File: src/rtl/id_ex_stage_pkg.sv
// Shared RV32I decode constants, ALU control encodings and the ID/EX bundle type.
package id_ex_stage_pkg;

  localparam logic [6:0] OP_R     = 7'b0110011;
  localparam logic [6:0] OP_I     = 7'b0010011;
  localparam logic [6:0] OP_LOAD  = 7'b0000011;
  localparam logic [6:0] OP_S     = 7'b0100011;
  localparam logic [6:0] OP_B     = 7'b1100011;
  localparam logic [6:0] OP_LUI   = 7'b0110111;
  localparam logic [6:0] OP_AUIPC = 7'b0010111;
  localparam logic [6:0] OP_JAL   = 7'b1101111;
  localparam logic [6:0] OP_JALR  = 7'b1100111;

  localparam logic [1:0] ULA_ADD   = 2'b00;
  localparam logic [1:0] ULA_FUNCT = 2'b10;

  localparam logic [1:0] SRC1_REG  = 2'b00;
  localparam logic [1:0] SRC1_PC   = 2'b01;
  localparam logic [1:0] SRC1_ZERO = 2'b10;

  localparam logic [1:0] SRC2_REG  = 2'b00;
  localparam logic [1:0] SRC2_IMM  = 2'b01;
  localparam logic [1:0] SRC2_FOUR = 2'b10;

  typedef struct packed {
    logic        valid;
    logic        mem_rd;
    logic        mem_wr;
    logic        reg_wr;
    logic        mux_reg_wr;
    logic        jump;
    logic        branch;
    logic        jalr;
    logic [1:0]  ula_op;
    logic [1:0]  alu_src1;
    logic [1:0]  alu_src2;
    logic [31:0] pc;
    logic [31:0] rs1_val;
    logic [31:0] rs2_val;
    logic [31:0] imm;
    logic [4:0]  rs1;
    logic [4:0]  rs2;
    logic [4:0]  rd;
    logic [2:0]  funct3;
    logic        funct7b5;
  } ex_bundle_t;

  function automatic logic uses_rs1(input logic [6:0] opcode);
    case (opcode)
      OP_R, OP_I, OP_LOAD, OP_S, OP_B, OP_JALR: uses_rs1 = 1'b1;
      OP_LUI, OP_AUIPC, OP_JAL:                 uses_rs1 = 1'b0;
      default:                                  uses_rs1 = 1'b0;
    endcase
  endfunction

  function automatic logic uses_rs2(input logic [6:0] opcode);
    case (opcode)
      OP_R, OP_S, OP_B: uses_rs2 = 1'b1;
      default:          uses_rs2 = 1'b0;
    endcase
  endfunction

endpackage

File: src/rtl/id_ex_stage_hazard_unit.sv
// Load-use hazard detection: a load in EX whose destination is a source of the ID instruction.
module id_ex_stage_hazard_unit
  import id_ex_stage_pkg::*;
(
  input  logic       id_valid_i,
  input  logic [6:0] id_opcode_i,
  input  logic [4:0] id_rs1_i,
  input  logic [4:0] id_rs2_i,
  input  logic       ex_valid_i,
  input  logic       ex_mem_rd_i,
  input  logic [4:0] ex_rd_i,
  output logic       load_use_o
);

  logic rs1_hit;
  logic rs2_hit;

  always_comb begin
    rs1_hit    = uses_rs1(id_opcode_i) && (id_rs1_i == ex_rd_i);
    rs2_hit    = uses_rs2(id_opcode_i) && (id_rs2_i == ex_rd_i);
    load_use_o = id_valid_i && ex_valid_i && ex_mem_rd_i && (ex_rd_i != 5'd0) &&
                 (rs1_hit || rs2_hit);
  end

endmodule

File: src/rtl/id_ex_stage.sv
// ID/EX pipeline register with load-use stall, bubble insertion on stall/flush and a bubble counter.
module id_ex_stage
  import id_ex_stage_pkg::*;
(
  input  logic        clk,
  input  logic        rst,
  input  logic        id_valid,
  input  logic [6:0]  id_opcode,
  input  logic        id_mem_rd,
  input  logic        id_mem_wr,
  input  logic        id_reg_wr,
  input  logic        id_mux_reg_wr,
  input  logic        id_jump,
  input  logic        id_branch,
  input  logic        id_jalr,
  input  logic [1:0]  id_ula_op,
  input  logic [1:0]  id_alu_src1,
  input  logic [1:0]  id_alu_src2,
  input  logic [31:0] id_pc,
  input  logic [31:0] id_rs1_val,
  input  logic [31:0] id_rs2_val,
  input  logic [31:0] id_imm,
  input  logic [4:0]  id_rs1,
  input  logic [4:0]  id_rs2,
  input  logic [4:0]  id_rd,
  input  logic [2:0]  id_funct3,
  input  logic        id_funct7b5,
  input  logic        flush_in,
  output logic        ex_mem_rd,
  output logic        ex_mem_wr,
  output logic        ex_reg_wr,
  output logic        ex_mux_reg_wr,
  output logic        ex_jump,
  output logic        ex_branch,
  output logic        ex_jalr,
  output logic [1:0]  ex_ula_op,
  output logic [1:0]  ex_alu_src1,
  output logic [1:0]  ex_alu_src2,
  output logic [31:0] ex_pc,
  output logic [31:0] ex_rs1_val,
  output logic [31:0] ex_rs2_val,
  output logic [31:0] ex_imm,
  output logic [4:0]  ex_rs1,
  output logic [4:0]  ex_rs2,
  output logic [4:0]  ex_rd,
  output logic [2:0]  ex_funct3,
  output logic        ex_funct7b5,
  output logic        ex_valid,
  output logic        stall_out,
  output logic [15:0] bubble_cnt
);

  ex_bundle_t  id_bundle;
  ex_bundle_t  ex_d, ex_q;
  logic [15:0] cnt_d, cnt_q;
  logic        load_use;

  id_ex_stage_hazard_unit u_hazard (
    .id_valid_i  (id_valid),
    .id_opcode_i (id_opcode),
    .id_rs1_i    (id_rs1),
    .id_rs2_i    (id_rs2),
    .ex_valid_i  (ex_q.valid),
    .ex_mem_rd_i (ex_q.mem_rd),
    .ex_rd_i     (ex_q.rd),
    .load_use_o  (load_use)
  );

  // A flush kills the ID instruction anyway, so holding PC/IF-ID for it would be wasted.
  assign stall_out = load_use && !flush_in;

  always_comb begin
    id_bundle = '{
      valid:      1'b1,
      mem_rd:     id_mem_rd,
      mem_wr:     id_mem_wr,
      reg_wr:     id_reg_wr,
      mux_reg_wr: id_mux_reg_wr,
      jump:       id_jump,
      branch:     id_branch,
      jalr:       id_jalr,
      ula_op:     id_ula_op,
      alu_src1:   id_alu_src1,
      alu_src2:   id_alu_src2,
      pc:         id_pc,
      rs1_val:    id_rs1_val,
      rs2_val:    id_rs2_val,
      imm:        id_imm,
      rs1:        id_rs1,
      rs2:        id_rs2,
      rd:         id_rd,
      funct3:     id_funct3,
      funct7b5:   id_funct7b5
    };

    ex_d = '0;
    if (!flush_in && !stall_out && id_valid) begin
      ex_d = id_bundle;
    end

    // Only hazard-driven bubbles are counted; an empty ID slot is not a bubble we inserted.
    cnt_d = cnt_q;
    if ((flush_in || stall_out) && (cnt_q != 16'hFFFF)) begin
      cnt_d = cnt_q + 16'd1;
    end
  end

  always_ff @(posedge clk or posedge rst) begin
    if (rst) begin
      ex_q  <= '0;
      cnt_q <= '0;
    end else begin
      ex_q  <= ex_d;
      cnt_q <= cnt_d;
    end
  end

  assign ex_valid      = ex_q.valid;
  assign ex_mem_rd     = ex_q.mem_rd;
  assign ex_mem_wr     = ex_q.mem_wr;
  assign ex_reg_wr     = ex_q.reg_wr;
  assign ex_mux_reg_wr = ex_q.mux_reg_wr;
  assign ex_jump       = ex_q.jump;
  assign ex_branch     = ex_q.branch;
  assign ex_jalr       = ex_q.jalr;
  assign ex_ula_op     = ex_q.ula_op;
  assign ex_alu_src1   = ex_q.alu_src1;
  assign ex_alu_src2   = ex_q.alu_src2;
  assign ex_pc         = ex_q.pc;
  assign ex_rs1_val    = ex_q.rs1_val;
  assign ex_rs2_val    = ex_q.rs2_val;
  assign ex_imm        = ex_q.imm;
  assign ex_rs1        = ex_q.rs1;
  assign ex_rs2        = ex_q.rs2;
  assign ex_rd         = ex_q.rd;
  assign ex_funct3     = ex_q.funct3;
  assign ex_funct7b5   = ex_q.funct7b5;
  assign bubble_cnt    = cnt_q;

endmodule

File: config.mk
export PLATFORM = sky130hd
export DESIGN_NAME = id_ex_stage
export DESIGN_NICKNAME = d
export VERILOG_FILES = /design/src/rtl/id_ex_stage_pkg.sv /design/src/rtl/id_ex_stage_hazard_unit.sv /design/src/rtl/id_ex_stage.sv
export SDC_FILE = /design/constraint.sdc
export NUM_CORES = 1
export LEC_CHECK = 0
export CAP_MARGIN = 15
export CORE_MARGIN = 8
export CORE_UTILIZATION = 38
export DETAILED_ROUTE_END_ITERATION = 12
export HOLD_SLACK_MARGIN = 0.15
export PLACE_DENSITY_LB_ADDON = 0.2
export SLEW_MARGIN = 10
export SYNTH_ARGS = -nofsm -noshare
export SYNTH_HDL_FRONTEND = slang
export SYNTH_HIERARCHICAL = 1
export SYNTH_SLANG_ARGS = --single-unit
export TNS_END_PERCENT = 100
File: constraint.sdc
create_clock -name clk -period 6.9 [get_ports clk]
set_input_delay 0.69 -clock clk [delete_from_list [all_inputs] [get_ports clk]]
set_output_delay 0.69 -clock clk [all_outputs]
set_load 0.005 [all_outputs]
==> results of run 1 <==
==> critical path: stages <==
cell and delay, ps:
clkdlybuf4s50_1 450, xor2_1 190, a2111oi_4 340, nand2_1 90, a21oi_1 310, nor2b_1 190
clkdlybuf4s50_1 510
==> logic make-up after synthesis <==
| logic type | share of synthesized area [%] |
|---|---|
| AO/OA/AOI/OAI | 2.04 |
| AND/OR/NAND/NOR | 20.8 |
| multiplexers | 0.184 |
| adder cells (fa/ha/maj) | 0.204 |
| flip-flops | 72.3 |
| XOR/XNOR | 3.00 |
| buffers and inverters | 1.49 |
==> final timing paths <==
| check | cells past startpoint | start | endpoint |
|---|---|---|---|
| min in group asynchronous | 2 | rst | ex_rs1_val[31]$_DFF_PP0_ |
| max reg2reg | 7 | ex_rd[1]$_DFF_PP0_ | ex_pc[31]$_DFF_PP0_ |
| max | 7 | id_rs2[1] | stall_out |
| min reg2reg | 1 | bubble_cnt[15]$_DFFE_PP0P_ | bubble_cnt[15]$_DFFE_PP0P_ |
| min | 1 | bubble_cnt[15]$_DFFE_PP0P_ | bubble_cnt[15]$_DFFE_PP0P_ |
| max in group asynchronous | 3 | rst | ex_pc[29]$_DFF_PP0_ |
==> sequential cells by signal, indices dropped and copies added (netlist names) <==
register and flops:
bubble_cnt 16, ex_alu_src1 2, ex_alu_src2 2, ex_branch 1, ex_funct3 3, ex_funct7b5 1
ex_imm 32, ex_jalr 1, ex_jump 1, ex_mem_rd 1, ex_mem_wr 1, ex_mux_reg_wr 1
ex_pc 32, ex_rd 5, ex_reg_wr 1, ex_rs1 5, ex_rs1_val 32, ex_rs2 5
ex_rs2_val 32, ex_ula_op 2, ex_valid 1
==> routing by layer <==
layer | vias up | global-route usage (%)
met5 | - | 0
met4 | 4 | 9.12
met3 | 39 | 10.4
met2 | 227 | 34.9
met1 | 2214 | 18.2
li1 | 2079 | -
==> synth_stat cells, types with 2 or more instances <==
| cell type | instances | share of area [%] |
|---|---|---|
| inv_1 | 3 | 0.18 |
| xnor2_1 | 9 | 1.3 |
| and3_1 | 2 | 0.20 |
| dfrtp_1 | 177 | 72 |
| nand2_1 | 5 | 0.31 |
| clkbuf_2 | 9 | 0.74 |
| a31oi_1 | 2 | 0.20 |
| nand4_1 | 6 | 0.61 |
| clkbuf_1 | 6 | 0.37 |
| a21oi_1 | 5 | 0.41 |
| o21ai_0 | 2 | 0.16 |
| and2_1 | 160 | 16 |
| nor2_1 | 5 | 0.31 |
| nor3_1 | 4 | 0.33 |
| nor4_2 | 2 | 0.41 |
| xor2_1 | 12 | 1.7 |
| nand3_1 | 2 | 0.16 |
==> metrics by stage <==
step | area, µm² | instances | hold WS (ps)
after floorplan | 6120 | 434 | 481
after global routing | 10500 | 1014 | 556
after global placement | 9820 | 983 | 493
after detailed placement | 9820 | 983 | 493
final | 10500 | 1014 | 508
after CTS | 10500 | 1013 | 509
==> area by class of cell <==
type	instances	area, µm²
repair buffers	350	3500
diodes	1	2.50
fillers	1178	5370
flip-flops and latches	177	4430
clock buffers	21	460
well taps	216	270
multi-input cells	237	1600
inverters	3	16.3
clock inverters	9	180
==> power groups by stage <==
| stage | clock network [mW] | registers, mW | logic (mW) |
|---|---|---|---|
| after floorplan | 0 | 1.15 | 0.0948 |
| after global placement | 0 | 1.15 | 0.336 |
| after detailed placement | 0 | 1.16 | 0.341 |
| after CTS | 1.06 | 1.14 | 0.344 |
| after global routing | 1.11 | 1.14 | 0.366 |
| final | 1.04 | 1.14 | 0.337 |
==> metrics.txt, run 1 <==
status complete, no violations; synthesized area per cell about 14 µm²; RSZ-0062 raised after global routing no; detailed-router iteration count before antenna repair 4; layout cell share with drive strength beyond 1 5.27%; Worst Path Max Fanout 4; CTS Sinks around 180; TritonCTS clock tree built; power share of the combinational group approximately 13%; Max Clock Skew about 8.9 ps; P_leak ~4.7 nW; Final period util 50.3%; slack of the worst reg-to-reg path about 3700 ps; Post-Route WL about 20000 µm; Synth Instances around 430; PostCTS Resize Cnt 0; Yosys warnings 6; Core Util, Final between 60% and 70%; IO Count 349; type of the tightest min-delay check reg -> reg; NetSw between 0.5 and 0.6 mW; max cap viols 0; DP HPWL 15400 µm; met3 WL approximately 2600 µm; die width about 140 µm; CTS Root Cell clkbuf_16; CP Launch Type primary input; Flop pwr share a little under half; Max Buffers Root-to-Sink 2; drt first-iter violations between 150 and 200; PortBufs roughly 350; dominant synthesized flop cell dfrtp_1; min cycle time layout 3470 ps; Netlist cell types 40; RePlAce Congestion 0.846; clock latency on the worst-skew pair between 400 and 500 ps; vias in the first global route between 5000 and 6000; first-pass GRT wire length slightly below 30000 µm; ys async rst share between 90% and 100%; wl on met1 slightly above 6000 µm; initial antenna violation count 3; Setup Crit Path Kind in -> out; Worst EP required slightly above 6000 ps; WL per Instance 19.5 µm; H-tree depth 4; sequential share of the synthesized area ~72%; DIE HEIGHT 143 µm; # rows 46; Routed Antenna Nets 0; final-stage net count around 960; Int Pwr around 2.0 mW; # setup viols final 0; Starting Density 38.7%; CP arrival 2780 ps; Worst VDD drop between 0.15 and 0.2 mV; number of synthesized flops with an enable pin 0; Pwr Density between 200 and 250 nW/µm²; FMAX around 290 MHz; Hold Fails Final Rpt 0; clock slew at reported path FFs 60 ps; die area ~20000 µm²; Post-Synthesis Cell Area around 6100 µm²; core box area roughly 16000 µm²; Place WS 3180 ps; routed vias approximately 4600; Top Metal Used met5; post-CTS setup buffer count 0; remaining global-route overflow 0; largest net degree at the start of global routing roughly 130; max-slew violations 0; Avg Vias per Cell 4.50; commonest non-fill, non-tap cell in the layout clkdlybuf4s50_1; Rel. slew slack 33.0%; number of remaining DRC errors 0; switching share of power 21.6%; worst slew pin tran 1010 ps; gr usage total 19.7%; CTS Buf Count 17; total negative setup slack 0 ps; Layout Area Growth over Synthesis 70.8%; Clock Power Share 41.4%; Setup crit end kind output pin; Hold-fix buffers, CTS 0; register bit count reported by yosys around 180; Syn Nets roughly 610; most frequent cells in the layout 348 x clkdlybuf4s50_1, 177 x dfrtp_1, 160 x and2_1; met2 WL between 10000 and 15000 µm; Final WS setup roughly 3400 ps; Pwr Total around 2.5 mW
Note: power is estimated with default switching activity, not from simulation.
==> inputs of run 2 (changes only) <==
- CORE_UTILIZATION: 38 -> 34
- clock period: 6.9 -> 3.05 ns (I/O delays scaled with it)
==> metrics.txt, run 2 (synthesis gave the netlist of run 1 again) <==
routed vias 4548 (was 4563); final-stage net count 967 (was 958); PostCTS Resize Cnt 0 (unchanged); Avg Vias per Cell 4.38 (was 4.50); H-tree depth 4 (unchanged); IO Count 349 (unchanged); RePlAce Congestion 0.776 (was 0.846); CP Launch Type flop (was primary input); switching share of power 23.2% (was 21.6%); RSZ-0062 raised after global routing no (unchanged); number of remaining DRC errors 0 (unchanged); type of the tightest min-delay check in -> async (was reg -> reg); max cap viols 0 (unchanged); clock slew at reported path FFs 60 ps (about the same); vias in the first global route 4859 (was 5064); Worst EP required 2740 ps (was 6210 ps); Final period util roughly nine tenths; Setup Crit Path Kind reg -> out (was in -> out); layout cell share with drive strength beyond 1 6.68% (was 5.27%); DP HPWL 15200 µm (was 15400 µm); TritonCTS clock tree built (unchanged); CTS Sinks 177 (unchanged); DIE HEIGHT 150 µm (was 143 µm); clock latency on the worst-skew pair 420 ps (about the same); max-slew violations 0 (unchanged); worst slew pin tran 897 ps (was 1010 ps); Fillers 1424 (was 1178); Hold Fails Final Rpt 0 (unchanged); min cycle time layout about 2800 ps; # rows 49 (was 46); CP arrival 2500 ps (was 2780 ps); Post-DP Area 9950 µm² (was 9820 µm²); Hold-fix buffers, CTS 0 (unchanged); WL per Instance 18.2 µm (was 19.5 µm); most frequent cells in the layout 348 x clkdlybuf4s50_1, 177 x dfrtp_1, 160 x and2_1 (unchanged); Clock Power Share 39.2% (was 41.4%); gr usage total 16.7% (was 19.7%); Max Buffers Root-to-Sink 2 (unchanged); Max Clock Skew 9.66 ps (was 8.85 ps); total negative setup slack 0 ps (unchanged); post-CTS setup buffer count 0 (unchanged); initial antenna violation count 1 (was 3); Flop pwr share 46.8% (was 45.2%); Int Pwr 4.22 mW (was 1.97 mW); Pwr Density 522 nW/µm² (was 240 nW/µm²); Rel. slew slack 40.1% (was 33.0%); Worst VDD drop 0.364 mV (was 0.152 mV); detailed-router iteration count before antenna repair 5 (was 4); die width 150 µm (was 143 µm); Setup crit end kind output pin (unchanged); Starting Density 34.3% (was 38.7%); core box area 17800 µm² (was 15800 µm²); FMAX between 300 and 400 MHz; Worst Path Max Fanout 3 (was 4); CTS Root Cell clkbuf_16 (unchanged); commonest non-fill, non-tap cell in the layout clkdlybuf4s50_1 (unchanged); status complete, no violations (unchanged); drt first-iter violations 134 (was 194); NetSw 1.28 mW (was 0.543 mW); hold slack 285 ps (was 508 ps); Layout Area Growth over Synthesis 72.2% (was 70.8%); power share of the combinational group 14.1% (was 13.4%); CTS Buf Count 17 (unchanged); # setup viols final 0 (unchanged); largest net degree at the start of global routing 79 (was 131); remaining global-route overflow 0 (unchanged); Final Cell Area 10500 µm² (about the same); Routed Antenna Nets 0 (unchanged); Post-Route WL 18900 µm (was 19800 µm); first-pass GRT wire length 28000 µm (was 29600 µm); PortBufs 348 (unchanged); die area 22600 µm² (was 20400 µm²); P_leak 4.70 nW (was 4.67 nW)
## run 2: per-stage QoR
step                setup WS [ps]  util (%)  cells  total power [mW]
finish                        244      59.1   1038              5.50
global route                 11.3      59.1   1038              5.76
CTS                           206      59.1   1037              5.59
detailed placement            126      55.8   1005              3.41
global placement              201      55.8   1005              3.39
floorplan                     478         -    434              2.83
## run 2: power groups by stage
stage          clock (mW)  combinational [mW]  sequential, mW
6_report             2.15               0.774            2.58
3_3_place_gp            0               0.782            2.61
3_5_place_dp            0               0.791            2.62
5_1_grt              2.32               0.848            2.59
2_1_floorplan           0               0.215            2.61
4_1_cts              2.22               0.794            2.58
## run 2: cell type report
class / count / area (µm²) / area share [%]
Tap cell: 229 / 287 / 2.72
Clock inverter: 13 / 151 / 1.44
Antenna cell: 1 / 2.50 / 0.0237
Sequential cell: 177 / 4430 / 42.0
Clock buffer: 19 / 443 / 4.20
Inverter: 3 / 15.0 / 0.142
Multi-Input combinational cell: 237 / 1600 / 15.2
Timing Repair Buffer: 359 / 3620 / 34.3
## run 2: final timing paths
check / cells after the start / slack (ps) / start / end
worst max register to register: 7 / 300 / ex_rd[3]$_DFF_PP0_ / ex_pc[27]$_DFF_PP0_
max in group asynchronous: 3 / 2010 / rst / ex_rs2_val[24]$_DFF_PP0_
min in group clk: 2 / 440 / id_pc[12] / ex_pc[12]$_DFF_PP0_
worst min-delay path: 2 / 280 / rst / ex_rs1_val[28]$_DFF_PP0_
worst max-delay path: 8 / 240 / ex_rd[1]$_DFF_PP0_ / stall_out
worst min register to register: 1 / 510 / bubble_cnt[15]$_DFFE_PP0P_ / bubble_cnt[15]$_DFFE_PP0P_
## run 2: critical path, stage by stage, from the launching register on
cell and delay (ps):
dfrtp_1 370, buf_4 150, xor2_1 180, a2111oi_4 310, nand2_1 90, a21oi_1 200, buf_4 150, nor2b_1 110
clkdlybuf4s50_1 530
## run 2: routing by layer
| layer | up-vias | global-route usage, % | share of wire (%) | wire (µm) |
|---|---|---|---|---|
| met2 | 228 | 28.3 | 51 | 9610 |
| met4 | 0 | 6.35 | 1.6 | 295 |
| met3 | 17 | 8.75 | 13 | 2520 |
| met1 | 2203 | 17.1 | 34 | 6480 |
| met5 | - | 0 | 0 | 0 |
| li1 | 2100 | - | - | - |
==> inputs of run 3 (changes only) <==
- SETUP_SLACK_MARGIN: default -> 0.05
==> metrics.txt, run 3 (synthesis gave the netlist of run 1 again) <==
RR Startpoint ex_rd[3]$_DFF_PP0_ (unchanged); Pwr Density 521 nW/µm² (was 522 nW/µm²); Setup crit end kind output pin (unchanged); DIE HEIGHT 150 µm (unchanged); RSZ-0062 raised after global routing no (unchanged); slack of the worst reg-to-reg path 470 ps (was 300 ps); IO Count 349 (unchanged); Setup Crit Path Kind reg -> out (unchanged); # rows 49 (unchanged); routed vias 4564 (was 4548); detailed-router iteration count before antenna repair 4 (was 5); Hold Fails Final Rpt 0 (unchanged); PortBufs 348 (unchanged); die area 22600 µm² (unchanged); RePlAce Congestion 0.776 (unchanged); met1 usage 17.1% (unchanged); Worst Path Max Fanout 3 (unchanged); reg2reg path depth 7 (unchanged); met3 usage 8.75% (unchanged); Worst VDD drop 0.362 mV (was 0.364 mV); remaining global-route overflow 0 (unchanged); H-tree depth 4 (unchanged); clock latency on the worst-skew pair 410 ps (was 420 ps); Starting Density 34.3% (unchanged); final-stage net count 968 (was 967); gr busiest metal met2 (unchanged); total negative setup slack 0 ps (unchanged); CP Launch Type flop (unchanged); Max Clock Skew 9.36 ps (was 9.66 ps); number of remaining DRC errors 0 (unchanged); Place WS 126 ps (unchanged); P_leak 4.71 nW (was 4.70 nW); CTS Root Cell clkbuf_16 (unchanged); # setup viols final 0 (unchanged); vias in the first global route 4859 (unchanged); FMAX 358 MHz (was 356 MHz); drt first-iter violations 140 (was 134); WL per Instance 18.4 µm (was 18.2 µm); max-slew violations 0 (unchanged); status complete, no violations (unchanged); most frequent cells in the layout 348 x clkdlybuf4s50_1, 177 x dfrtp_1, 160 x and2_1 (unchanged); first-pass GRT wire length 28000 µm (unchanged); DP HPWL 15200 µm (unchanged); min cycle time layout 2800 ps (was 2810 ps); Worst EP required 2740 ps (about the same); worst slew pin tran 784 ps (was 897 ps); CTS Buf Count 17 (unchanged); post-CTS setup buffer count 0 (unchanged); largest net degree at the start of global routing 79 (unchanged); Final period util 91.7% (was 92.0%); Final WS setup 253 ps (was 244 ps); Post-Route WL 19100 µm (was 18900 µm); TritonCTS clock tree built (unchanged); core box area 17800 µm² (unchanged); type of the tightest min-delay check in -> async (unchanged); capture point of the worst reg-to-reg path ex_pc[27]$_DFF_PP0_ (unchanged); initial antenna violation count 1 (unchanged); layout cell share with drive strength beyond 1 6.92% (was 6.68%); clock slew at reported path FFs 60 ps (about the same); Max Buffers Root-to-Sink 2 (unchanged); Routed Antenna Nets 0 (unchanged); CTS Sinks 177 (unchanged); Layout Area Growth over Synthesis 72.4% (was 72.2%); die width 150 µm (unchanged); Avg Vias per Cell 4.39 (was 4.38); commonest non-fill, non-tap cell in the layout clkdlybuf4s50_1 (unchanged); max cap viols 0 (unchanged); met2 usage 28.3% (unchanged); gr usage total 16.7% (unchanged); Rel. slew slack 47.7% (was 40.1%); CP arrival 2490 ps (was 2500 ps)
[run 3: power breakdown]
| group | total [mW] | switching (mW) | internal, mW |
|---|---|---|---|
| logic | 0.777 | 0.270 | 0.508 |
| clock network | 2.15 | 0.907 | 1.25 |
| registers | 2.58 | 0.105 | 2.47 |
[run 3: layout make-up]
| cell class | instances | area [µm²] |
|---|---|---|
| Tap cell | 229 | 287 |
| Timing Repair Buffer | 359 | 3620 |
| Fill cell | 1423 | 7280 |
| Clock buffer | 19 | 443 |
| Antenna cell | 1 | 2.50 |
| Inverter | 3 | 15.0 |
| Multi-Input combinational cell | 238 | 1620 |
| Clock inverter | 13 | 151 |
| Sequential cell | 177 | 4430 |
[run 3: worst max path at each step]
stage	end	from
floorplan	bubble_cnt[0]$_DFFE_PP0P_	rst
global placement	ex_pc[27]$_DFF_PP0_	id_rs2[1]
detailed placement	ex_pc[27]$_DFF_PP0_	id_rs2[1]
CTS	ex_pc[27]$_DFF_PP0_	ex_rd[3]$_DFF_PP0_
global route	stall_out	ex_rd[1]$_DFF_PP0_
finish	stall_out	ex_rd[1]$_DFF_PP0_
[run 3: critical path, cell delays in order (launching register included)]
cell and delay [ps]:
dfrtp_1 380, buf_4 150, xor2_1 180, a2111oi_4 310
nand2_1 90, a21oi_1 200, buf_4 150, nor2b_1 110
clkdlybuf4s50_1 520
[run 3: repair_timing]
item / in CTS / in global routing
hold buffers: 0 / 0
endpoints found under the setup margin: 0 / 27
endpoints found under the hold margin: 0 / 0
resized for setup: 0 / 1
[run 3: metal layers]
layer | share of wire (%) | vias to the layer above
met4 | 1.8 | 0
met5 | 0 | -
li1 | - | 2104
met1 | 35 | 2200
met2 | 50 | 237
met3 | 13 | 23
[run 3: through the flow]
step / cells / instance area, µm² / power, mW / util [%] / hold WS, ps
4_1_cts: 1037 / 10500 / 5.59 / 59.1 / 285
3_3_place_gp: 1005 / 9950 / 3.39 / 55.8 / 492
6_report: 1039 / 10600 / 5.51 / 59.2 / 287
3_5_place_dp: 1005 / 9950 / 3.41 / 55.8 / 485
2_1_floorplan: 434 / 6130 / 2.83 / - / 434
5_1_grt: 1039 / 10600 / 5.77 / 59.2 / 299
